===== config.mk =====
export PLATFORM = sky130hd
export DESIGN_NAME = johnson_counter_param_flat
export DESIGN_NICKNAME = d
export VERILOG_FILES = /design/src/rtl/johnson_counter_param_if.sv /design/src/rtl/johnson_counter_param.sv /design/src/flat_wrapper.sv
export SDC_FILE = /design/constraint.sdc
export NUM_CORES = 1
export LEC_CHECK = 0
export ABC_CLOCK_PERIOD_IN_PS = 7600
export CAP_MARGIN = 15
export CORE_MARGIN = 1
export CORE_UTILIZATION = 40
export CTS_BUF_LIST = sky130_fd_sc_hd__clkbuf_16
export DETAILED_ROUTE_END_ITERATION = 8
export HOLD_SLACK_MARGIN = 0.08
export PLACE_DENSITY = 0.69
export SKIP_CTS_REPAIR_TIMING = 1
export SYNTH_ARGS = -nofsm -noshare
export SYNTH_HDL_FRONTEND = slang
export SYNTH_SLANG_ARGS = --single-unit

===== constraint.sdc =====
create_clock -name clk -period 7.6 [get_ports clk]
set_clock_uncertainty 0.15 [all_clocks]
set_input_delay 1.52 -clock clk [delete_from_list [all_inputs] [get_ports clk]]
set_output_delay 1.52 -clock clk [all_outputs]
set_load 0.1 [all_outputs]

===== src/rtl/johnson_counter_param_if.sv =====
// Control/status bundle of the parametrised Johnson counter.
// The phase-index width is derived from WIDTH so that the interface and the
// counter always agree on how wide a phase number is.
interface johnson_counter_param_if #(
    parameter int WIDTH = 4
);
    localparam int PHASE_W = $clog2(2 * WIDTH);

    logic               sync_clear;
    logic               en;
    logic               up;
    logic               load;
    logic [PHASE_W-1:0] load_phase;
    logic [WIDTH-1:0]   out;
    logic [PHASE_W-1:0] phase;
    logic               tc;
    logic               err;

    // Controller side: drives the commands, observes the ring.
    modport master (
        output sync_clear, en, up, load, load_phase,
        input  out, phase, tc, err
    );

    // Counter side: takes the commands, presents the ring and its decode.
    modport slave (
        input  sync_clear, en, up, load, load_phase,
        output out, phase, tc, err
    );
endinterface


===== src/rtl/johnson_counter_param.sv =====
// Parametrised Johnson (twisted-ring) phase sequencer, updated on the falling
// edge of clk. Provides count enable, up/down direction, parallel phase load,
// binary phase decode, terminal-count look-ahead and a sticky error flag that
// is raised on a bad load or when the ring is found in a non-Johnson state
// (the ring is then forced back to phase 0).
module johnson_counter_param #(
    parameter int WIDTH = 4
) (
    input  logic clk,
    input  logic async_reset_n,
    johnson_counter_param_if.slave bus
);
    localparam int PHASE_W = $clog2(2 * WIDTH);

    localparam logic [PHASE_W:0]   LP_TWO_W = (PHASE_W + 1)'(2 * WIDTH);
    localparam logic [PHASE_W-1:0] LP_LAST  = PHASE_W'(2 * WIDTH - 1);
    localparam logic [PHASE_W-1:0] LP_FIRST = '0;

    // What the next falling edge will do to the ring, in priority order.
    typedef enum logic [2:0] {
        ACT_HOLD,
        ACT_CLEAR,
        ACT_LOAD,
        ACT_BAD_LOAD,
        ACT_RECOVER,
        ACT_STEP_UP,
        ACT_STEP_DOWN
    } action_t;

    logic [WIDTH-1:0]   r_out;
    logic               r_err;
    logic               r_running;

    logic [PHASE_W:0]   w_edgeCount;
    logic [PHASE_W:0]   w_popCount;
    logic               w_legal;
    logic               w_badLoad;
    logic [PHASE_W-1:0] w_phase;
    action_t            w_action;
    logic [WIDTH-1:0]   w_nextOut;
    logic               w_nextErr;

    // Johnson code for a phase index: phases up to WIDTH fill ones from bit 0
    // upward, later phases drain them again from bit 0, leaving the top ones.
    function automatic logic [WIDTH-1:0] phaseToCode(input logic [PHASE_W-1:0] k);
        logic [WIDTH-1:0] code;
        int               kInt;
        code = '0;
        kInt = int'(k);
        for (int i = 0; i < WIDTH; i++) begin
            if (kInt <= WIDTH) begin
                code[i] = (i < kInt);
            end else begin
                code[i] = (i >= kInt - WIDTH);
            end
        end
        return code;
    endfunction

    // A Johnson code has at most one boundary between a run of ones and a run
    // of zeros; count the adjacent-bit boundaries and the ones in the ring.
    always_comb begin
        w_edgeCount = '0;
        w_popCount  = '0;
        for (int i = 0; i < WIDTH - 1; i++) begin
            w_edgeCount = w_edgeCount + (PHASE_W + 1)'(r_out[i] ^ r_out[i+1]);
        end
        for (int i = 0; i < WIDTH; i++) begin
            w_popCount = w_popCount + (PHASE_W + 1)'(r_out[i]);
        end
    end

    assign w_legal   = (w_edgeCount <= (PHASE_W + 1)'(1));
    assign w_badLoad = ({1'b0, bus.load_phase} >= LP_TWO_W);

    // Binary phase: rising half counts the ones, falling half counts down from
    // 2*WIDTH; a corrupted ring reports phase 0 until it is recovered.
    always_comb begin
        w_phase = '0;
        if (w_legal) begin
            if (r_out[WIDTH-1] == 1'b0) begin
                w_phase = PHASE_W'(w_popCount);
            end else begin
                w_phase = PHASE_W'(LP_TWO_W - w_popCount);
            end
        end
    end

    // Pick the single action for the coming edge: clear beats load, load beats
    // recovery, recovery beats counting, and recovery ignores the enable.
    always_comb begin
        w_action = ACT_HOLD;
        if (bus.sync_clear) begin
            w_action = ACT_CLEAR;
        end else if (bus.load) begin
            w_action = w_badLoad ? ACT_BAD_LOAD : ACT_LOAD;
        end else if (!w_legal) begin
            w_action = ACT_RECOVER;
        end else if (bus.en) begin
            w_action = bus.up ? ACT_STEP_UP : ACT_STEP_DOWN;
        end
    end

    // Translate the chosen action into the next ring value and error flag.
    always_comb begin
        w_nextOut = r_out;
        w_nextErr = r_err;
        case (w_action)
            ACT_CLEAR: begin
                w_nextOut = '0;
                w_nextErr = 1'b0;
            end
            ACT_LOAD: begin
                w_nextOut = phaseToCode(bus.load_phase);
            end
            ACT_BAD_LOAD, ACT_RECOVER: begin
                w_nextOut = '0;
                w_nextErr = 1'b1;
            end
            ACT_STEP_UP: begin
                w_nextOut = {r_out[WIDTH-2:0], ~r_out[WIDTH-1]};
            end
            ACT_STEP_DOWN: begin
                w_nextOut = {~r_out[0], r_out[WIDTH-1:1]};
            end
            default: begin
                w_nextOut = r_out;
                w_nextErr = r_err;
            end
        endcase
    end

    // Ring and error state on the falling edge; the first falling edge after
    // reset removal only arms r_running, so nothing moves on the release edge.
    always_ff @(negedge clk or negedge async_reset_n) begin
        if (!async_reset_n) begin
            r_out     <= '0;
            r_err     <= 1'b0;
            r_running <= 1'b0;
        end else if (!r_running) begin
            r_running <= 1'b1;
        end else begin
            r_out <= w_nextOut;
            r_err <= w_nextErr;
        end
    end

    assign bus.out   = r_out;
    assign bus.err   = r_err;
    assign bus.phase = w_phase;
    assign bus.tc    = bus.en & ~bus.load & ~bus.sync_clear & w_legal &
                       ((bus.up & (w_phase == LP_LAST)) | (~bus.up & (w_phase == LP_FIRST)));
endmodule


===== src/flat_wrapper.sv =====
// flat-port wrapper written by rule: the top's interface ports become plain ports
module johnson_counter_param_flat 
#(
    parameter int WIDTH = 4
)
  (clk, async_reset_n, bus_sync_clear, bus_en, bus_up, bus_load, bus_load_phase, bus_out, bus_phase, bus_tc, bus_err);
  johnson_counter_param_if #(.WIDTH(WIDTH)) bus_i ();
  input  logic clk;
  input  logic async_reset_n;
  input wire logic [$bits(bus_i.sync_clear)-1:0] bus_sync_clear;
  input wire logic [$bits(bus_i.en)-1:0] bus_en;
  input wire logic [$bits(bus_i.up)-1:0] bus_up;
  input wire logic [$bits(bus_i.load)-1:0] bus_load;
  input wire logic [$bits(bus_i.load_phase)-1:0] bus_load_phase;
  output wire logic [$bits(bus_i.out)-1:0] bus_out;
  output wire logic [$bits(bus_i.phase)-1:0] bus_phase;
  output wire logic [$bits(bus_i.tc)-1:0] bus_tc;
  output wire logic [$bits(bus_i.err)-1:0] bus_err;
  assign bus_i.sync_clear = bus_sync_clear;
  assign bus_i.en = bus_en;
  assign bus_i.up = bus_up;
  assign bus_i.load = bus_load;
  assign bus_i.load_phase = bus_load_phase;
  assign bus_out = bus_i.out;
  assign bus_phase = bus_i.phase;
  assign bus_tc = bus_i.tc;
  assign bus_err = bus_i.err;
  johnson_counter_param #(.WIDTH(WIDTH)) u_core (.clk(clk), .async_reset_n(async_reset_n), .bus(bus_i));
endmodule

* Yosys cells after proc, flatten, opt, wreduce, memory -nomap -nowiden
Cells that the tools add are included.
Storage, ports and cells: register bits 6, input bits 9, word-level logic and storage cells 62, output and inout bits 9
Operators by class: multiplexer cells 13, $lt $le $gt $ge 10, eq/ne operators 7, reduce and logical (&&, ||, !) cells 7, add/sub/neg operators 7, bitwise operators 15
Operators with widths (count):
- 3-bit by 32-bit >= comparator with 1-bit output, first input constant | 2
- 1-bit by 32-bit >= comparator with 1-bit output, first input constant | 1
- 2-bit by 32-bit >= comparator with 1-bit output, first input constant | 1
- 3-bit 2-to-1 mux | 6
- 4-bit one-hot mux with 4 select lines | 1
- 3-bit == test, second input constant | 4
- 4-bit adder | 2
- 3-bit by 1-bit adder with 3-bit output | 2
- 1-bit bitwise AND | 6
- 3-bit by 2-bit == test with 1-bit output, second input constant | 2
- 1-bit by 3-bit < comparator with 1-bit output, first input constant | 2
- 2-bit by 3-bit < comparator with 1-bit output, first input constant | 2
- 1-bit NOT | 5
- 4-bit by 1-bit <= comparator with 1-bit output, second input constant | 1
- 1-bit 2-to-1 mux | 4
- 2-bit AND reduction | 2
- 4-bit nonzero test | 1
- 3-bit by 3-bit subtractor with 4-bit output, second input constant | 1
- 3-bit by 1-bit == test with 1-bit output, second input constant | 1
- 3-bit <= comparator, second input constant | 1
- 3-bit logical NOT | 1
- 3-bit OR reduction | 1
- 1-bit by 3-bit subtractor with 3-bit output, first input constant | 1
- 1-bit bitwise XOR | 3
- other kinds (6) | 6

* Longest topological paths before layout
depth after elaboration 11, gate-level depth with buffers 11, gate-level depth less buffers 11

==> impl_metrics.env <==
export IMPL_power_switching_mw=0.231
export IMPL_synth_flop_cell="dfrtn_1"
export IMPL_num_antenna_cells=0
export IMPL_r2r_slack_ps=5140
export IMPL_cts_max_level=1
export IMPL_setup_viol=3
export IMPL_max_stage_delay_ps=430
export IMPL_synth_seq_cells=6
export IMPL_synthTopCellsByCount="12 x inv_1, 6 x dfrtn_1, 6 x ha_1, 6 x o21ai_0"
export IMPL_final_util_pct=72.4
export IMPL_violations="negative setup slack"
export IMPL_min_delay_path_class="flip-flop to flip-flop"
export IMPL_multi_input_area_um2=493
export IMPL_p_leak_nw=0.503
export IMPL_cp_data_required_time_ps=5930
export IMPL_switching_share_pct=48.8
export IMPL_async_flop_share_pct=100
export IMPL_synthToLayoutAreaGrowth_pct=69.2
export IMPL_synth_edf_count=0
export IMPL_status="finished, violations left"
export IMPL_synth_distinct_cells=28
export IMPL_die_w_um=41.9
export IMPL_synth_area_leaders="dfrtn_1 24%, ha_1 12%, mux2i_1 7.9%"
export IMPL_dpl_cell_area_um2=961
export IMPL_start_kind="flip-flop"
export IMPL_crit_buf_inv=4
export IMPL_rr_startpoint="u_core.bus.out[1]"
export IMPL_cts_tree="yes"
export IMPL_hold_violations=0
export IMPL_r2r_cells=10
export IMPL_antenna_found_initial=0
export IMPL_finalNetCount=122
export IMPL_start_util_pct=42.8
export IMPL_synth_top_area_share_pct=23.6
export IMPL_fp_row_count=14
export IMPL_synthCells=73
export IMPL_synth_area_per_cell_um2=8.72
export IMPL_dieArea_mm2=0.00176
export IMPL_seq_area_um2=150
export IMPL_vdd_drop_max_mv=0.253
export IMPL_synth_fp_nets=90
export IMPL_cts_clk_slew_worst_paths_ps=30
export IMPL_drt_iter0_drc=6
export IMPL_critical_path_arrival_ps=6660
export IMPL_clockRootBuffer="clkbuf_16"
export IMPL_yosysSeqAreaShare_pct=23.6
export IMPL_use_met1_pct=19.2
export IMPL_clock_path_buffers=2
export IMPL_crit_chain="ha_1 -> inv_2 -> fa_2 -> inv_2 -> ha_4 -> inv_2 -> ha_4 -> and2b_2 -> xnor2_2 -> or4_4 -> a21oi_4 -> buf_12"
export IMPL_cts_buffers=3
export IMPL_drive_gt1_share_pct=41.7
export IMPL_maxSlewViolCount=0
export IMPL_grt_ovfl_total=0
export IMPL_core_mm2=0.00149
export IMPL_first_global_vias=609
export IMPL_endpoint="bus_tc"
export IMPL_die_h_um=41.9
export IMPL_yosys_warnings=0
export IMPL_cts_sinks=6
export IMPL_drc=0
export IMPL_rsz0062_at_grt="yes"
export IMPL_wirelength_um=1390
export IMPL_cpMaxStageDelayCell="or4_4"
export IMPL_wl_per_cell_um=11.7
export IMPL_dp_slack_ps=-543
export IMPL_synth_most_common_cell="inv_1"
export IMPL_cp_top_family="adder cells"
export IMPL_clkPwrFrac_pct=18.2
export IMPL_pwr_share_comb_pct=72.9
export IMPL_grt_use_total_pct=17.7
export IMPL_final_antenna_net_count=0
export IMPL_synth_area_leader_cell="dfrtn_1"
export IMPL_gp_congestion=0.734
export IMPL_path_depth=12
export IMPL_grt_pass1_wl_um=2350
export IMPL_p_int_mw=0.241
export IMPL_worst_slack_ps=-727
export IMPL_fill_cells=101
export IMPL_via_count=612
export IMPL_crit_type="flip-flop to output pin"
export IMPL_place_hpwl_um=1120
export IMPL_crit_start="u_core.bus.out[1]"
export IMPL_viasPerCell=5.14
export IMPL_busiest_layer="met2"
export IMPL_critPathCaptureType="output pin"
export IMPL_critPathMostFrequentCell="inv_2"
export IMPL_met2_usage_pct=31.6
export IMPL_sequentialPowerShare_pct=8.9
export IMPL_grtUsageMet3_pct=5.22
export IMPL_clk_latency_ps=260
export IMPL_powerDensity_mw_per_mm2=438
export IMPL_design_area_mm2=0.00108
export IMPL_cap_violations=0
export IMPL_port_buffers=17
export IMPL_synth_area_um2=637
export IMPL_io_pins=18
export IMPL_timing_rr_end="u_core.bus.out[1]"
export IMPL_first_pass_iters=3
export IMPL_grt_max_degree=8
export IMPL_crit_fanout=2
[power groups by stage]
| stage | clock network, mW | registers (mW) | logic (mW) |
|---|---|---|---|
| after floorplan | 0 | 0.0850 | 0.172 |
| after global placement | 0 | 0.0419 | 0.322 |
| after detailed placement | 0 | 0.0423 | 0.325 |
| after CTS | 0.0870 | 0.0420 | 0.327 |
| after global routing | 0.0895 | 0.0426 | 0.365 |
| final | 0.0859 | 0.0419 | 0.344 |
[layout by cell type (no fill, tap or decap), types with 2 or more instances in the layout]
cell type,netlist,routed
ha_1,6,4
ha_4,0,2
o22a_1,2,2
buf_12,0,4
dfrtn_1,6,6
a21oi_1,5,4
mux2_2,2,2
o21ai_0,6,6
nand2_1,3,3
inv_1,12,8
xnor2_1,3,2
inv_2,0,3
nor2_1,5,4
buf_4,0,16
clkdlybuf4s50_1,0,8
mux2i_1,5,5
clkbuf_16,0,3
[cell type report]
| type | instances | share of cell area (%) |
|---|---|---|
| Clock buffer | 3 | 6.97 |
| Sequential cell | 6 | 13.9 |
| Multi-Input combinational cell | 53 | 45.8 |
| Inverter | 12 | 4.41 |
| Tap cell | 16 | 1.86 |
| Timing Repair Buffer | 29 | 27.1 |
[state kept, by name, indices dropped and copies added, names as in the netlist]
| name | flops |
|---|---|
| u_core.bus.err | 1 |
| u_core.bus.out | 4 |
| u_core.r_running | 1 |
[metrics by stage]
stage / power (mW) / hold WS, ps / setup TNS, ps / cells
after floorplan: 0.257 / 277 / -3960 / 73
after global placement: 0.364 / 313 / -684 / 115
after detailed placement: 0.367 / 316 / -769 / 115
after CTS: 0.455 / 319 / -1620 / 118
after global routing: 0.497 / 339 / -1580 / 119
final: 0.472 / 315 / -1330 / 119
[worst min path at each step]
stage / start / to / cells past startpoint
detailed placement: u_core.r_running / u_core.bus.err / 1
global placement: u_core.r_running / u_core.bus.err / 1
global route: u_core.r_running / u_core.bus.err / 1
CTS: u_core.r_running / u_core.bus.err / 1
floorplan: u_core.r_running / u_core.bus.err / 1
finish: u_core.r_running / u_core.bus.err / 1
[layer usage]
metal,wire (µm),vias to the layer above
met1,580,282
met2,719,17
met5,0,-
li1,-,309
met4,32,0
met3,61,4
[cell families (layout without fill, tap and decap cells)]
family,count (synthesis),count (layout),synth area share (%)
XOR/XNOR,3,3,4.13
buffers and inverters,14,44,8.45
AO/OA/AOI/OAI,19,19,20.2
other,1,1,0.589
AND/OR/NAND/NOR,15,15,13.6
multiplexers,7,7,11.4
flip-flops,6,6,23.6
adder cells (fa/ha/maj),8,8,18.1
Power figures use the tool's default switching activity.
